## src/rtl/nios_fprint_sysid_pkg.sv

```systemverilog
// Shared definitions for the system-ID fingerprint reader.
// Contents:
//   state_t             - reader FSM states
//   ID_OFS / TS_OFS     - byte offsets of the ID and timestamp words
//   DEFAULT_EXPECTED_*  - fingerprint values the reader checks against by default
//   STALL_W             - width of the per-read stall counter
package nios_fprint_sysid_pkg;

  typedef enum logic [1:0] {
    IDLE  = 2'd0,
    RD_ID = 2'd1,
    RD_TS = 2'd2,
    FIN   = 2'd3
  } state_t;

  localparam logic [31:0] ID_OFS = 32'd0;
  localparam logic [31:0] TS_OFS = 32'd4;

  localparam logic [31:0] DEFAULT_EXPECTED_ID = 32'd0;
  localparam logic [31:0] DEFAULT_EXPECTED_TS = 32'd1432315598;  // 0x555F66CE

  localparam int unsigned STALL_W = 16;

endpackage

```

## src/rtl/nios_fprint_stall_timer.sv

```systemverilog
// Counts stalled cycles of a single bus read.
// Ports:
//   clock   - rising-edge clock
//   reset   - synchronous active-high reset, clears the count
//   clear   - clears the count (wins over enable)
//   enable  - increment by one this cycle
//   limit   - count value at which the read is considered timed out
//   expired - count has reached limit
module nios_fprint_stall_timer
  import nios_fprint_sysid_pkg::*;
(
  input  logic               clock,
  input  logic               reset,
  input  logic               clear,
  input  logic               enable,
  input  logic [STALL_W-1:0] limit,
  output logic               expired
);

  logic [STALL_W-1:0] count;

  // Counting stops once the limit is reached, so the counter cannot wrap.
  always_ff @(posedge clock) begin
    if (reset || clear) begin
      count <= '0;
    end else if (enable && !expired) begin
      count <= count + 1'b1;
    end
  end

  assign expired = (count >= limit);

endmodule

```

## src/rtl/nios_fprint_sysid_reader.sv

```systemverilog
// Reads the two words of a system-ID slave (ID at BASE_ADDR, timestamp at
// BASE_ADDR+4) over Avalon-MM and compares them with the expected fingerprint.
// Ports:
//   clock, reset         - rising-edge clock, synchronous active-high reset
//   start                - pulse that launches a check sequence (ignored unless idle)
//   busy                 - a read is in progress
//   done                 - one-cycle pulse at the end of a sequence
//   id_ok, ts_ok         - captured words match EXPECTED_ID / EXPECTED_TS
//   timeout_err          - a read stalled beyond TIMEOUT_CYCLES
//   id_value, ts_value   - captured words
//   avm_*                - Avalon-MM read master
//   fsm_state            - current FSM state, for observation
//
// Handshake: a read is offered by holding avm_read=1 with a fixed avm_address;
// it completes in the cycle the slave shows avm_waitrequest=0, and
// avm_readdata is sampled in that same cycle. While avm_waitrequest=1 the
// request stays unchanged, unless the stall timer expires and the read is
// abandoned.
module nios_fprint_sysid_reader
  import nios_fprint_sysid_pkg::*;
#(
  parameter logic [31:0] BASE_ADDR      = 32'h0000_0000,
  parameter logic [31:0] EXPECTED_ID    = DEFAULT_EXPECTED_ID,
  parameter logic [31:0] EXPECTED_TS    = DEFAULT_EXPECTED_TS,
  parameter int unsigned TIMEOUT_CYCLES = 16
) (
  input  logic        clock,
  input  logic        reset,
  input  logic        start,
  output logic        busy,
  output logic        done,
  output logic        id_ok,
  output logic        ts_ok,
  output logic        timeout_err,
  output logic [31:0] id_value,
  output logic [31:0] ts_value,
  output logic [31:0] avm_address,
  output logic        avm_read,
  input  logic        avm_waitrequest,
  input  logic [31:0] avm_readdata,
  output state_t      fsm_state
);

  state_t state;
  state_t next_state;

  logic in_read;
  logic accept;
  logic stall_expired;
  logic time_out;

  assign in_read  = (state == RD_ID) || (state == RD_TS);
  assign accept   = in_read && !avm_waitrequest;
  assign time_out = in_read && avm_waitrequest && stall_expired;

  // The counter is held clear outside the read states and on each completed
  // read, so it starts from zero on entry to RD_ID and to RD_TS.
  nios_fprint_stall_timer u_stall_timer (
    .clock   (clock),
    .reset   (reset),
    .clear   (!in_read || accept),
    .enable  (in_read && avm_waitrequest),
    .limit   (STALL_W'(TIMEOUT_CYCLES)),
    .expired (stall_expired)
  );

  // State register
  always_ff @(posedge clock) begin
    if (reset) begin
      state <= IDLE;
    end else begin
      state <= next_state;
    end
  end

  // Next-state logic; a timeout in RD_ID skips the timestamp read entirely.
  always_comb begin
    next_state = state;
    case (state)
      IDLE:    if (start) next_state = RD_ID;
      RD_ID:   if (accept) next_state = RD_TS;
               else if (time_out) next_state = FIN;
      RD_TS:   if (accept || time_out) next_state = FIN;
      FIN:     next_state = IDLE;
      default: next_state = IDLE;
    endcase
  end

  // Outputs are decoded from state only, so address and read cannot move
  // while the slave stalls.
  always_comb begin
    busy        = in_read;
    done        = (state == FIN);
    avm_read    = in_read;
    avm_address = (state == RD_TS) ? (BASE_ADDR + TS_OFS) : (BASE_ADDR + ID_OFS);
    fsm_state   = state;
  end

  // Result registers. The ok flags are resolved on the way into FIN so they
  // are already valid in the done cycle; a word that was never captured
  // leaves its flag at the 0 it was cleared to on start.
  always_ff @(posedge clock) begin
    if (reset) begin
      id_ok       <= 1'b0;
      ts_ok       <= 1'b0;
      timeout_err <= 1'b0;
      id_value    <= '0;
      ts_value    <= '0;
    end else begin
      case (state)
        IDLE: begin
          if (start) begin
            id_ok       <= 1'b0;
            ts_ok       <= 1'b0;
            timeout_err <= 1'b0;
            id_value    <= '0;
            ts_value    <= '0;
          end
        end
        RD_ID: begin
          if (accept) begin
            id_value <= avm_readdata;
          end else if (time_out) begin
            timeout_err <= 1'b1;
          end
        end
        RD_TS: begin
          if (accept) begin
            ts_value <= avm_readdata;
            ts_ok    <= (avm_readdata == EXPECTED_TS);
            id_ok    <= (id_value == EXPECTED_ID);
          end else if (time_out) begin
            timeout_err <= 1'b1;
            id_ok       <= (id_value == EXPECTED_ID);
          end
        end
        default: ;
      endcase
    end
  end

endmodule

```

## config.mk

```make
export PLATFORM = sky130hd
export DESIGN_NAME = nios_fprint_sysid_reader
export DESIGN_NICKNAME = d
export VERILOG_FILES = /design/src/rtl/nios_fprint_sysid_pkg.sv /design/src/rtl/nios_fprint_stall_timer.sv /design/src/rtl/nios_fprint_sysid_reader.sv
export SDC_FILE = /design/constraint.sdc
export NUM_CORES = 1
export LEC_CHECK = 0
export BUFFER_PORTS_ARGS = -buffer_cell sky130_fd_sc_hd__buf_2
export CORE_ASPECT_RATIO = 0.75
export CORE_UTILIZATION = 32
export DETAILED_ROUTE_END_ITERATION = 8
export HOLD_SLACK_MARGIN = 0.08
export PLACE_DENSITY = 0.55
export SETUP_SLACK_MARGIN = 0.1
export SLEW_MARGIN = 20
export SYNTH_ARGS = -nofsm -noshare
export SYNTH_HDL_FRONTEND = slang
export SYNTH_HIERARCHICAL = 1
export SYNTH_SLANG_ARGS = --single-unit
```

## constraint.sdc

```tcl
create_clock -name clock -period 3.85 [get_ports clock]
set_clock_uncertainty 0.1 [all_clocks]
set_input_delay 0.5775 -clock clock [delete_from_list [all_inputs] [get_ports clock]]
set_output_delay 0.5775 -clock clock [all_outputs]
set_load 0.01 [all_outputs]
```

==> Yosys cells after proc, flatten, opt, wreduce, memory -nomap -nowiden <==
Index checks and enable logic that the tools add are counted.
{ "classes": {"addsub": 1, "magnitude_cmp": 1, "n_eq_ne": 12, "mux": 19, "n_reduce_logical": 22} }
{ "ops": {"columns": ["cell", "count"], "rows": [
  ["32-bit case mux with 2 select lines", 2],
  ["32-bit two-way mux", 2],
  ["32-bit by 31-bit equality test with 1-bit output (second input constant)", 1],
  ["32-bit zero test", 1],
  ["16-bit by 1-bit adder with 16-bit output (second input constant)", 1],
  ["16-bit by 5-bit greater-or-equal comparator with 1-bit output (second input constant)", 1],
  ["3-bit AND reduction", 4],
  ["2-bit two-way mux", 4],
  ["2-bit inequality test (second input constant)", 4],
  ["2-bit case mux with 4 select lines", 1],
  ["1-bit two-way mux", 6],
  ["3-bit inequality test (second input constant)", 2],
  ["1-bit case mux with 2 select lines", 3],
  ["2-bit nonzero test", 3],
  ["2-bit equality test (second input constant)", 2],
  ["1-bit logical AND", 4],
  ["1-bit logical OR", 4],
  ["2-bit by 1-bit inequality test with 1-bit output (second input constant)", 2],
  ["4-bit AND reduction", 1],
  ["1-bit zero test", 3],
  ["3-bit two-way mux", 1],
  ["2-bit by 1-bit equality test with 1-bit output (second input constant)", 1],
  ["2-bit zero test", 1],
  ["2-bit OR reduction", 1]
]} }
{ "word_totals": {"ff_bits": 85, "input_bits": 36, "output_inout_bits": 104} }

==> Longest topological paths before layout <==
Gate-level depths: netlist of run 1.
{ "logic_depth": {"depth_word": 7, "mapped_depth": 11, "ltp_nobuf": 9} }

==> Modules after synthesis <==
Netlist of run 1, hierarchy kept.
{ "modules_own_cells": {"columns": ["mod", "instances", "cells_each", "area_per_inst_um2", "seq_area_each_um2"], "rows": [
  ["nios_fprint_sysid_reader", 1, 353, 3070.4, 1381.3],
  ["nios_fprint_stall_timer", 1, 150, 1201.2, 320.3]
]} }

==> Least setup slack after synthesis of run 1 <==
OpenSTA, ideal clock, no wires.
{ "synth_timing": {"path_kind": "reg2reg", "from": "register u_stall_timer.count[3]", "to": "register id_ok", "setup_ns": 0.121, "t_arrival_ns": 2.403, "required_ns": 3.629, "slack_ns": 1.226, "path_stages_with_launch": 11, "n_path_buf": 2, "cell_sequence": "dfxtp_1 ha_1 o21a_1 nor2_1 o311a_1 o21ai_2 buf_6 clkbuf_1 o21ai_0 a211oi_1 mux2_2"} }
{ "synth_via": {"elab_chain_len": 4} }
{ "synth_lines": {"columns": ["item", "line", "source"], "rows": [
  ["start: declaration", "nios_fprint_stall_timer.sv:20", "logic [STALL_W-1:0] count;"],
  ["start signal: assignment", "nios_fprint_stall_timer.sv:27", "count <= count + 1'b1;"],
  ["16-bit by 5-bit greater-or-equal comparator with 1-bit output", "nios_fprint_stall_timer.sv:31", "assign expired = (count >= limit);"],
  ["net stall_expired", "nios_fprint_sysid_reader.sv:49", "logic stall_expired;"],
  ["1-bit logical AND", "nios_fprint_sysid_reader.sv:54", "assign time_out = in_read && avm_waitrequest && stall_expired;"],
  ["3-bit inequality test (no line)", null, null],
  ["3-bit AND reduction (no line)", null, null],
  ["end signal: assignment", "nios_fprint_sysid_reader.sv:131", "id_ok <= (id_value == EXPECTED_ID);"],
  ["end signal: assignment", "nios_fprint_sysid_reader.sv:134", "id_ok <= (id_value == EXPECTED_ID);"],
  ["end: declaration", "nios_fprint_sysid_reader.sv:32", "output logic id_ok,"]
]} }
The timed path passes the listed nets, and every way through them passes these cells.
A chain may end at the register's enable or synchronous reset.

==> Final worst setup path of run 1 <==
{ "layout_timing": {"from": "register state[1] (netlist: fsm_state[1])", "to": "register u_stall_timer.count[15]"} }
{ "layout_via": {"elab_chain_len": 5, "word_cells_on_any_way": 9, "cone_classes": "eq/ne: 2; reduce/logical: 7"} }
{ "layout_lines": {"columns": ["item", "line", "source"], "rows": [
  ["start: declaration", "nios_fprint_sysid_reader.sv:44", "state_t state;"],
  ["start signal: assignment", "nios_fprint_sysid_reader.sv:72", "state <= next_state;"],
  ["2-bit by 1-bit equality test with 1-bit output / 2-bit equality test (equally long branches)", "nios_fprint_sysid_reader.sv:52", "assign in_read = (state == RD_ID) || (state == RD_TS);"],
  ["1-bit logical OR (*)", "nios_fprint_sysid_reader.sv:52", null],
  ["1-bit zero test / 1-bit logical AND (equally long branches)", "nios_fprint_sysid_reader.sv:61, nios_fprint_sysid_reader.sv:53", null],
  ["1-bit logical OR", "nios_fprint_sysid_reader.sv:61", ".clear (!in_read || accept),"],
  ["1-bit logical OR", "nios_fprint_stall_timer.sv:24", "if (reset || clear) begin"]
]} }
Mark *: on every way between the ends. The rest lies on a longest branch, timed or not.

==> metrics.txt, run 1 <==
run status finished, final reports clean; average size of a mapped cell 8.49 µm²; Yosys warning count 6; Clock Power Share 30.8%; Die Y-Extent 102 µm; post-route ant nets 0; DRT iter0 DRCs 262; minimum clock period 2.71 ns; final hold vios 0; RSZ-0062 raised after global routing no; GRT Util Overall 16.9%; 1st-pass router iterations 4; IR drop worst, VDD roughly 0.39 mV; clock slew at reported path FFs 0.07 ns; layout cell share with drive strength beyond 1 22.7%; Antenna Cells 0; sequential cell area fraction in the yosys report 39.8%; total CTS buffers 9; Max Fclk 0.369 GHz; CTS tree built; Nets 670; Switching Fraction a little under two fifths; largest net degree at the start of global routing 42; fin crit share 70.3%; routed length on met1 5930 µm; Synth area leader dfxtp_1; synth-to-layout area growth 19.4%; max layer used met4; initial antenna violation count 0; post-synth top area share about two fifths; internal power ~1.8 mW; Yosys reg bits 85; total grt overflow 0; Die X 135 µm; Synth area leaders dfxtp_1 40%, ha_1 6.4%, a21oi_1 6.0%; Flop pwr share 35.9%; ys flop type dfxtp_1; routed wl met2 5130 µm; H-tree levels 3; root buffer cell clkbuf_16; CTS-repair resized insts 0; HPWL Detailed about 8400 µm; Max Slew Vio Count 0; Relative slew margins 46.8%; transition time of the tightest slew-check pin between 0.7 and 0.8 ns; setup TNS 0 ns; first-pass GRT wire length between 15000 and 20000 µm; critical path class reg -> reg; worst-path maximum fanout 14; Mapped Area 4270 µm²; NetSw about 1.1 mW; Final setup viols 0; initial core utilization 32.8%; hold_buf cts 0; post-synthesis cell type count 45; Max Cap Violations 0; pwr dens about 560 nW/µm²; worst skew pair latency ~0.33 ns; Core ar. 13000 µm²; Routed WL 11700 µm; Final Non-Filler Cells roughly 800; Final Core Density 39.2%; Synth async-reset ratio 0%; Post-route DRC 0; Crit path required time 4.01 ns; vias in the first global route roughly 3.5k; vias per cell 4.99; Mapped Cells roughly 500; crit path capture type flop; DR WL/cell 14.8 µm; Port Buffers 108; Hold Crit Class reg -> reg; DR vias a little under 4k; combinational fraction of design power 33.2%; die area 13800 µm²; Post-synth EDFFs 0; dpl cells 772; Placement Rows 36; num ports 140; CP Launch Type flop; post-CTS setup buffer count 0; clk buf depth 2; met3 routed WL ~580 µm; Placer Congestion 0.753; Lkg Pwr 2.14 nW; clk sinks 85; CP arrival 2.87 ns
[routing by layer]
metal,track usage (%),vias up
met5,0,-
met4,3.72,0
met3,3.32,4
met2,25.1,144
met1,24.9,1854
li1,-,1932
[worst max-delay path, cell delays in order, from the launching register on]
cell,delay [ns]
dfxtp_1,0.44
inv_1,0.11
ha_1,0.44
and2_1,0.25
nand4_1,0.49
or4_1,0.65
a21oi_1,0.16
[final timing paths]
path | startpoint | to | slack, ns | cells after the start
min | ts_value[22] | ts_value[22] | 0.36 | 2
max reg2reg | fsm_state[1] | u_stall_timer/count[15] | 1.14 | 6
min reg2reg | ts_value[22] | ts_value[22] | 0.36 | 2
max | fsm_state[1] | u_stall_timer/count[15] | 1.14 | 6
[layout make-up]
cell class              instances  area, µm²
fillers                      1337       7920
multi-input cells             377       2200
flip-flops and latches         85       1700
repair buffers                115        593
clock buffers                  10        229
well taps                     171        214
inverters                      24       90.1
clock inverters                 6       71.3
[cell usage in the layout (no fill, tap or decap), types with 2 or more instances in the layout]
cell,netlist,final
or4_1,12,12
inv_6,0,2
o21a_1,4,4
clkinvlp_4,0,2
nor3_1,7,7
clkbuf_16,0,9
ha_1,22,22
buf_2,6,108
nand2b_4,2,2
o31ai_1,13,13
a22oi_1,31,31
nand3_1,41,41
a211oi_1,3,3
inv_1,24,24
nand2_1,49,49
a211o_1,4,4
conb_1,2,47
nor2b_1,2,2
nor4_1,8,8
nor4bb_1,3,3
buf_4,33,7
nand4_1,7,7
nor2_1,43,43
dfxtp_1,85,85
or2_2,2,2
a21oi_1,51,51
o21ai_0,5,5
o211ai_1,3,3
[per-stage QoR]
stage          hold slack (ns)  area (µm²)  power [mW]  setup slack, ns
2_1_floorplan            0.353        4440        1.79             1.23
3_3_place_gp             0.345        4800        1.97             1.35
3_5_place_dp             0.349        4800        1.99             1.16
4_1_cts                  0.358        5100        2.88             1.16
5_1_grt                  0.380        5100        3.03            0.894
6_report                 0.358        5100        2.85             1.14
[Yosys cell counts (2+ instances only)]
library cell  count
or4_1            12
a21oi_1          51
nand2b_4          2
clkbuf_1         12
nand2_1          49
ha_1             22
a211oi_1          3
buf_4            33
buf_2             6
inv_1            24
or2_2             2
conb_1            2
o21a_1            4
a211o_1           4
buf_6            11
o31ai_1          13
nor3_1            7
nor4_1            8
nand4_1           7
nor2b_1           2
o21ai_0           5
nor2_1           43
o211ai_1          3
nor4bb_1          3
nand3_1          41
a22oi_1          31
dfxtp_1          85
[registers in the layout (all words and copies together) (netlist names)]
name and flops:
fsm_state 2, id_ok 1, id_value 32, timeout_err 1
ts_ok 1, ts_value 32, u_stall_timer/count 16
[power by group through the flow]
| stage | combinational [mW] | sequential (mW) | clock, mW |
|---|---|---|---|
| detailed placement | 0.944 | 1.04 | 0 |
| floorplan | 0.724 | 1.07 | 0 |
| global route | 1.05 | 1.03 | 0.951 |
| CTS | 0.947 | 1.02 | 0.908 |
| global placement | 0.935 | 1.04 | 0 |
| finish | 0.946 | 1.02 | 0.878 |
[cell families after synthesis]
logic type	after synthesis	share of synthesized area (%)
AND/OR/NAND/NOR	187	22.2
AO/OA/AOI/OAI	120	18.5
buffers and inverters	86	12.6
flip-flops	85	39.8
adder cells (fa/ha/maj)	22	6.44
other	2	0.176
multiplexers	1	0.264
Power figures use the tool's default switching activity.
==> inputs of run 2 (changes only) <==
--- a/config.mk
+++ b/config.mk
@@ -10,7 +10,7 @@
 export CORE_UTILIZATION = 32
 export DETAILED_ROUTE_END_ITERATION = 8
 export HOLD_SLACK_MARGIN = 0.08
-export PLACE_DENSITY = 0.55
+export PLACE_DENSITY = 0.57
 export SETUP_SLACK_MARGIN = 0.1
 export SLEW_MARGIN = 20
 export SYNTH_ARGS = -nofsm -noshare
==> constraint.sdc (replaced) <==
create_clock -name clock -period 2.3 [get_ports clock]
set_clock_uncertainty 0.1 [all_clocks]
set_input_delay 0.345 -clock clock [delete_from_list [all_inputs] [get_ports clock]]
set_output_delay 0.345 -clock clock [all_outputs]
set_load 0.01 [all_outputs]
==> run 2 against run 1 <==
  * The run now ends with negative setup slack left
  * Sequential power rose by 68%
  * Critical path depth increased by 3
  * Worst setup slack got worse by 1.2 ns
  * Die area did not move
  * Non-clock buffer count grew 25
  * Clock power increased by 63%
  * Global-route usage grew 0.24 points
  * Maximum frequency up 15%
  * Hold slack lost 0.17 ns
  * Clock-buffer cell count did not move
  * Combinational power up 93%
  * Largest cell class unchanged
==> metrics.txt, run 2 (synthesis results as in run 1) <==
run status finished with violations; failing checks negative setup slack; Crit path required time 2.42 ns (-1.59 ns); Max Fclk 0.425 GHz (+15%); Lkg Pwr 2.31 nW (+7.7%); H-tree levels 3 (unchanged); DR WL/cell 14.8 µm (about the same); Largest delay share family, worst path simple AND/OR/NAND/NOR gates; die area 13800 µm² (unchanged); ordered list of cells on the worst path ha_4, nand4_1, nor2_1, nand3_1, o21ai_2, buf_6, o21ai_4, a211oi_2, mux2_4; Max Cap Violations 0 (unchanged); CP peak stage delay 0.34 ns (-0.31 ns); Placement Rows 36 (unchanged); initial core utilization 32.8% (unchanged); Placer Congestion 0.863 (+15%); Nets 695 (+3.7%); Fillers 1308 (-2.2%); worst skew pair latency 0.34 ns (about the same); RSZ-0062 raised after global routing yes; first-pass GRT wire length 18300 µm (+1.1%); Final Core Density 42.4% (+3.2 points); transition time of the tightest slew-check pin 0.631 ns (-0.166 ns); Core ar. 13000 µm² (unchanged); post-CTS setup buffer count 0 (unchanged); Hold Crit Class in -> reg; sequential cell area 1710 µm² (+0.51%); critical path class reg -> reg; Die Y-Extent 102 µm (unchanged); final hold vios 0 (unchanged); worst-path maximum fanout 3 (-11); Antenna Cells 0 (unchanged); Die X 135 µm (unchanged); largest net degree at the start of global routing 33 (-21%); layout cell share with drive strength beyond 1 29.4% (+6.7 points); HPWL Detailed 8730 µm (+4.1%); commonest non-fill, non-tap cells in the layout 108 x buf_2, 78 x dfxtp_1, 49 x nand2_1, 49 x a21oi_1, 47 x conb_1; IR drop worst, VDD 0.659 mV (+68%); total grt overflow 0 (unchanged); fin crit share 102% (+32 points); initial antenna violation count 0 (unchanged); synth-to-layout area growth 29.1%; DP Worst Slack -0.0876 ns (-1.25 ns); GRT Util Overall 17.1% (+0.24 points); minimum clock period 2.35 ns (-0.355 ns); total CTS buffers 9 (unchanged); clk sinks 85 (unchanged); clk buf depth 2 (unchanged); 1st-pass router iterations 5 (+1); vias in the first global route 3534 (+1.7%); post-route ant nets 0 (unchanged); area of the multi-input gates 2360 µm² (+7.0%); CTS tree built; final setup margin -0.0521 ns (-1.19 ns); Final setup viols 5 (+5); CP arrival 2.47 ns (-0.40 ns); commonest non-fill, non-tap cell in the layout buf_2; Routed WL 12100 µm (+3.2%); root buffer cell clkbuf_16; DR vias 4062 (+3.3%); crit path capture type flop; Relative slew margins 57.5% (+11 points); Buf+Inv Stages, Crit Path 1 (unchanged); num ports 140 (unchanged); Slowest-stage cell, CP dfxtp_2; Regs by FF count id_value x32, ts_value x32, u_stall_timer/count x16; pwr dens 901 nW/µm² (+61%); CP Launch Type flop; Post-route DRC 0 (unchanged); hold_buf cts 0 (unchanged); vias per cell 5.00 (about the same); clock slew at reported path FFs 0.06 ns (about the same); Port Buffers 108 (unchanged); DRT iter0 DRCs 220 (-16%); Max Slew Vio Count 0 (unchanged)
[run 2: cell types whose count changed in the layout (fill, tap and decap cells not counted), moves of 3 or more]
cell / previous run / this run
buf_12: 0 / 5
buf_4: 7 / 24
buf_6: 0 / 3
clkinv_2: 0 / 3
dfxtp_1: 85 / 78
dfxtp_2: 0 / 7
ha_1: 22 / 14
ha_4: 0 / 7
o21ai_0: 5 / 2
[run 2: timing repair]
| item | CTS | global route |
|---|---|---|
| pin swaps | 7 | 5 |
| resized for setup | 11 | 13 |
| setup endpoints to repair | 18 | 33 |
[run 2: layout make-up]
class	instances	share of cell area, %
Timing Repair Buffer	140	15.5
Clock inverter	6	1.11
Tap cell	171	3.88
Clock buffer	10	4.15
Inverter	24	1.63
Multi-Input combinational cell	377	42.7
Sequential cell	85	31.0
[run 2: worst paths after layout]
kind,from,endpoint,slack (ns),cells after the start
hold / removal,avm_readdata[25],id_value[25],0.18,3
setup reg to reg,u_stall_timer/count[13],id_ok,-0.05,9
hold reg to reg,ts_value[22],ts_value[22],0.35,2
setup / recovery,u_stall_timer/count[13],id_ok,-0.05,9
[run 2: power breakdown]
group / leakage [nW] / total (mW) / internal [mW] / switching [mW]
registers: 0.690 / 1.71 / 1.60 / 0.102
clock network: 0.143 / 1.43 / 0.840 / 0.590
logic: 1.48 / 1.83 / 0.678 / 1.16
[run 2: layer usage]
layer | up-vias | share of wire [%] | global-route usage [%]
met2 | 163 | 45 | 26.4
met5 | - | 0 | 0
met3 | 12 | 6.8 | 3.22
met4 | 0 | 1.1 | 4.75
li1 | 1990 | - | -
met1 | 1897 | 47 | 24.3
[run 2: worst register-to-register path, stage by stage (launching register included)]
cell	delay (ns)
dfxtp_2	0.34
ha_4	0.28
nand4_1	0.22
nor2_1	0.17
nand3_1	0.14
o21ai_2	0.22
buf_6	0.15
o21ai_4	0.06
a211oi_2	0.24
mux2_4	0.32
[run 2: per-stage QoR]
| stage | power [mW] | TNS [ns] | cell area (µm²) | std cells | hold WS, ns |
|---|---|---|---|---|---|
| CTS | 4.98 | -0.0106 | 5430 | 813 | 0.174 |
| floorplan | 3.06 | -0.0262 | 4500 | 548 | 0.353 |
| global route | 5.25 | -0.831 | 5520 | 813 | 0.176 |
| global placement | 3.51 | -0.00702 | 5100 | 797 | 0.347 |
| detailed placement | 3.53 | -0.944 | 5100 | 797 | 0.347 |
| finish | 4.97 | -0.102 | 5520 | 813 | 0.183 |
==> inputs of run 3 (changes only) <==
--- a/config.mk
+++ b/config.mk
@@ -9,7 +9,9 @@
 export CORE_ASPECT_RATIO = 0.75
 export CORE_UTILIZATION = 32
 export DETAILED_ROUTE_END_ITERATION = 8
+export GPL_ROUTABILITY_DRIVEN = 0
 export HOLD_SLACK_MARGIN = 0.08
+export MAX_ROUTING_LAYER = met4
 export PLACE_DENSITY = 0.57
 export SETUP_SLACK_MARGIN = 0.1
 export SLEW_MARGIN = 20
==> run 3 against run 2 <==
  * The flow still finishes with violations (negative setup slack)
  * Via count is 0.25% higher
  * Sequential share of layout area hardly changed
  * Maximum frequency is 0.33% higher
  * Worst setup slack better by 0.0078 ns
  * Clock-buffer cell count stayed put
  * Register-to-register slack hardly changed
  * Die area stayed put
  * Combinational power hardly changed
  * Largest power group unchanged
==> metrics.txt, run 3 (synthesis results as in run 1) <==
H-tree levels 3 (unchanged); first-pass GRT wire length 18300 µm (+0.19%); Relative slew margins 59.1% (+1.5 points); Lkg Pwr 2.31 nW (about the same); initial core utilization 32.8% (unchanged); Die X 135 µm (unchanged); Placement Rows 36 (unchanged); minimum clock period 2.34 ns (-0.00784 ns); hold_buf cts 0 (unchanged); Max Fclk 0.427 GHz (+0.33%); DR vias 4072 (+0.25%); vias in the first global route 3524 (-0.28%); fin crit share 102% (-0.34 points); die area 13800 µm² (unchanged); Core ar. 13000 µm² (unchanged); root buffer cell clkbuf_16; Final setup viols 6 (+1); clock slew at reported path FFs 0.06 ns (about the same); post-CTS setup buffer count 0 (unchanged); R2R cell count 9 (unchanged); total grt overflow 0 (unchanged); setup TNS -0.0833 ns (+0.0187 ns); CTS tree built; area of the multi-input gates 2360 µm² (unchanged); post-route ant nets 0 (unchanged); failing checks negative setup slack; worst-path maximum fanout 3 (unchanged); CP Launch Type flop; r2r setup slk -0.04 ns (about the same); Fillers 1310 (+0.15%); clk buf depth 2 (unchanged); Antenna Cells 0 (unchanged); vias per cell 5.01 (+0.25%); WHS Path Cells 3 (unchanged); total CTS buffers 9 (unchanged); DR WL/cell 14.8 µm (-0.13%); DRT iter0 DRCs 272 (+24%); largest net degree at the start of global routing 33 (unchanged); dpl cells 797 (unchanged); crit path capture type flop; critical path class reg -> reg; Crit path required time 2.42 ns (about the same); num ports 140 (unchanged); synth-to-layout area growth 29.1% (about the same); Worst Hold Margin 0.185 ns (+0.00204 ns); Pwr Total 4.97 mW (about the same); Post-route DRC 0 (unchanged); Port Buffers 108 (unchanged); sequential cell area 1710 µm² (unchanged); initial antenna violation count 0 (unchanged); final setup margin -0.0442 ns (+0.00784 ns); commonest non-fill, non-tap cells in the layout 108 x buf_2, 78 x dfxtp_1, 49 x nand2_1, 49 x a21oi_1, 47 x conb_1; Routed WL 12000 µm (-0.13%); Max Cap Violations 0 (unchanged); Hold Crit Class in -> reg; layout cell share with drive strength beyond 1 29.4% (unchanged); IR drop worst, VDD 0.654 mV (-0.72%); worst skew pair latency 0.34 ns (about the same); Die Y-Extent 102 µm (unchanged); run status finished with violations; HPWL Detailed 8730 µm (unchanged); pwr dens 901 nW/µm² (about the same); Regs by FF count id_value x32, ts_value x32, u_stall_timer/count x16; Final Core Density 42.3% (about the same); commonest non-fill, non-tap cell in the layout buf_2; Final Non-Filler Cells 813 (unchanged); GRT Util Overall 17.7% (+0.58 points); clk sinks 85 (unchanged); Max Slew Vio Count 0 (unchanged); final hold vios 0 (unchanged); Nets 695 (unchanged); RSZ-0062 raised after global routing yes; 1st-pass router iterations 8 (+3); CP arrival 2.47 ns (about the same); transition time of the tightest slew-check pin 0.608 ns (-0.0229 ns)
-- run 3: routing by layer --
metal  global-route usage, %  share of wire [%]
met2                    26.3                 46
met3                    3.08                6.6
met1                    24.5                 47
met5                       -                  0
met4                    4.75               0.95
-- run 3: stage by stage --
| stage | worst slack, ns | instance area (µm²) |
|---|---|---|
| 6_report | -0.0442 | 5510 |
| 3_3_place_gp | -0.00702 | 5100 |
| 3_5_place_dp | -0.0876 | 5100 |
| 5_1_grt | -0.106 | 5510 |
| 2_1_floorplan | -0.0262 | 4500 |
| 4_1_cts | -0.0106 | 5430 |
-- run 3: worst max-delay path, cell delays in order, from the launching register on --
cell and delay, ns:
dfxtp_2 0.34, ha_4 0.27, nand4_1 0.22, nor2_1 0.17, nand3_1 0.14, o21ai_2 0.21
buf_6 0.15, o21ai_4 0.06, a211oi_2 0.24, mux2_4 0.32
-- run 3: final timing paths --
kind / startpoint / end
max: u_stall_timer/count[13] / id_ok
min: avm_readdata[25] / id_value[25]
max reg2reg: u_stall_timer/count[13] / id_ok
min reg2reg: ts_value[22] / ts_value[22]
-- run 3: what timing repair did --
item,CTS,global route
gates resized for setup,11,12
pin swaps,7,5
endpoints found under the setup margin,18,33
cloned,0,0
-- run 3: layout make-up --
cell class              count  area share [%]
clock buffers              10            4.15
clock inverters             6            1.11
inverters                  24            1.63
multi-input cells         377            42.8
flip-flops and latches     85            31.0
well taps                 171            3.88
repair buffers            140            15.4
-- run 3: report_power, final --
part	switching, mW	total [mW]	internal (mW)	leakage (nW)
Clock	0.588	1.43	0.840	0.143
Sequential	0.103	1.71	1.60	0.690
Combinational	1.16	1.83	0.673	1.48
Total	1.85	4.97	3.12	2.31
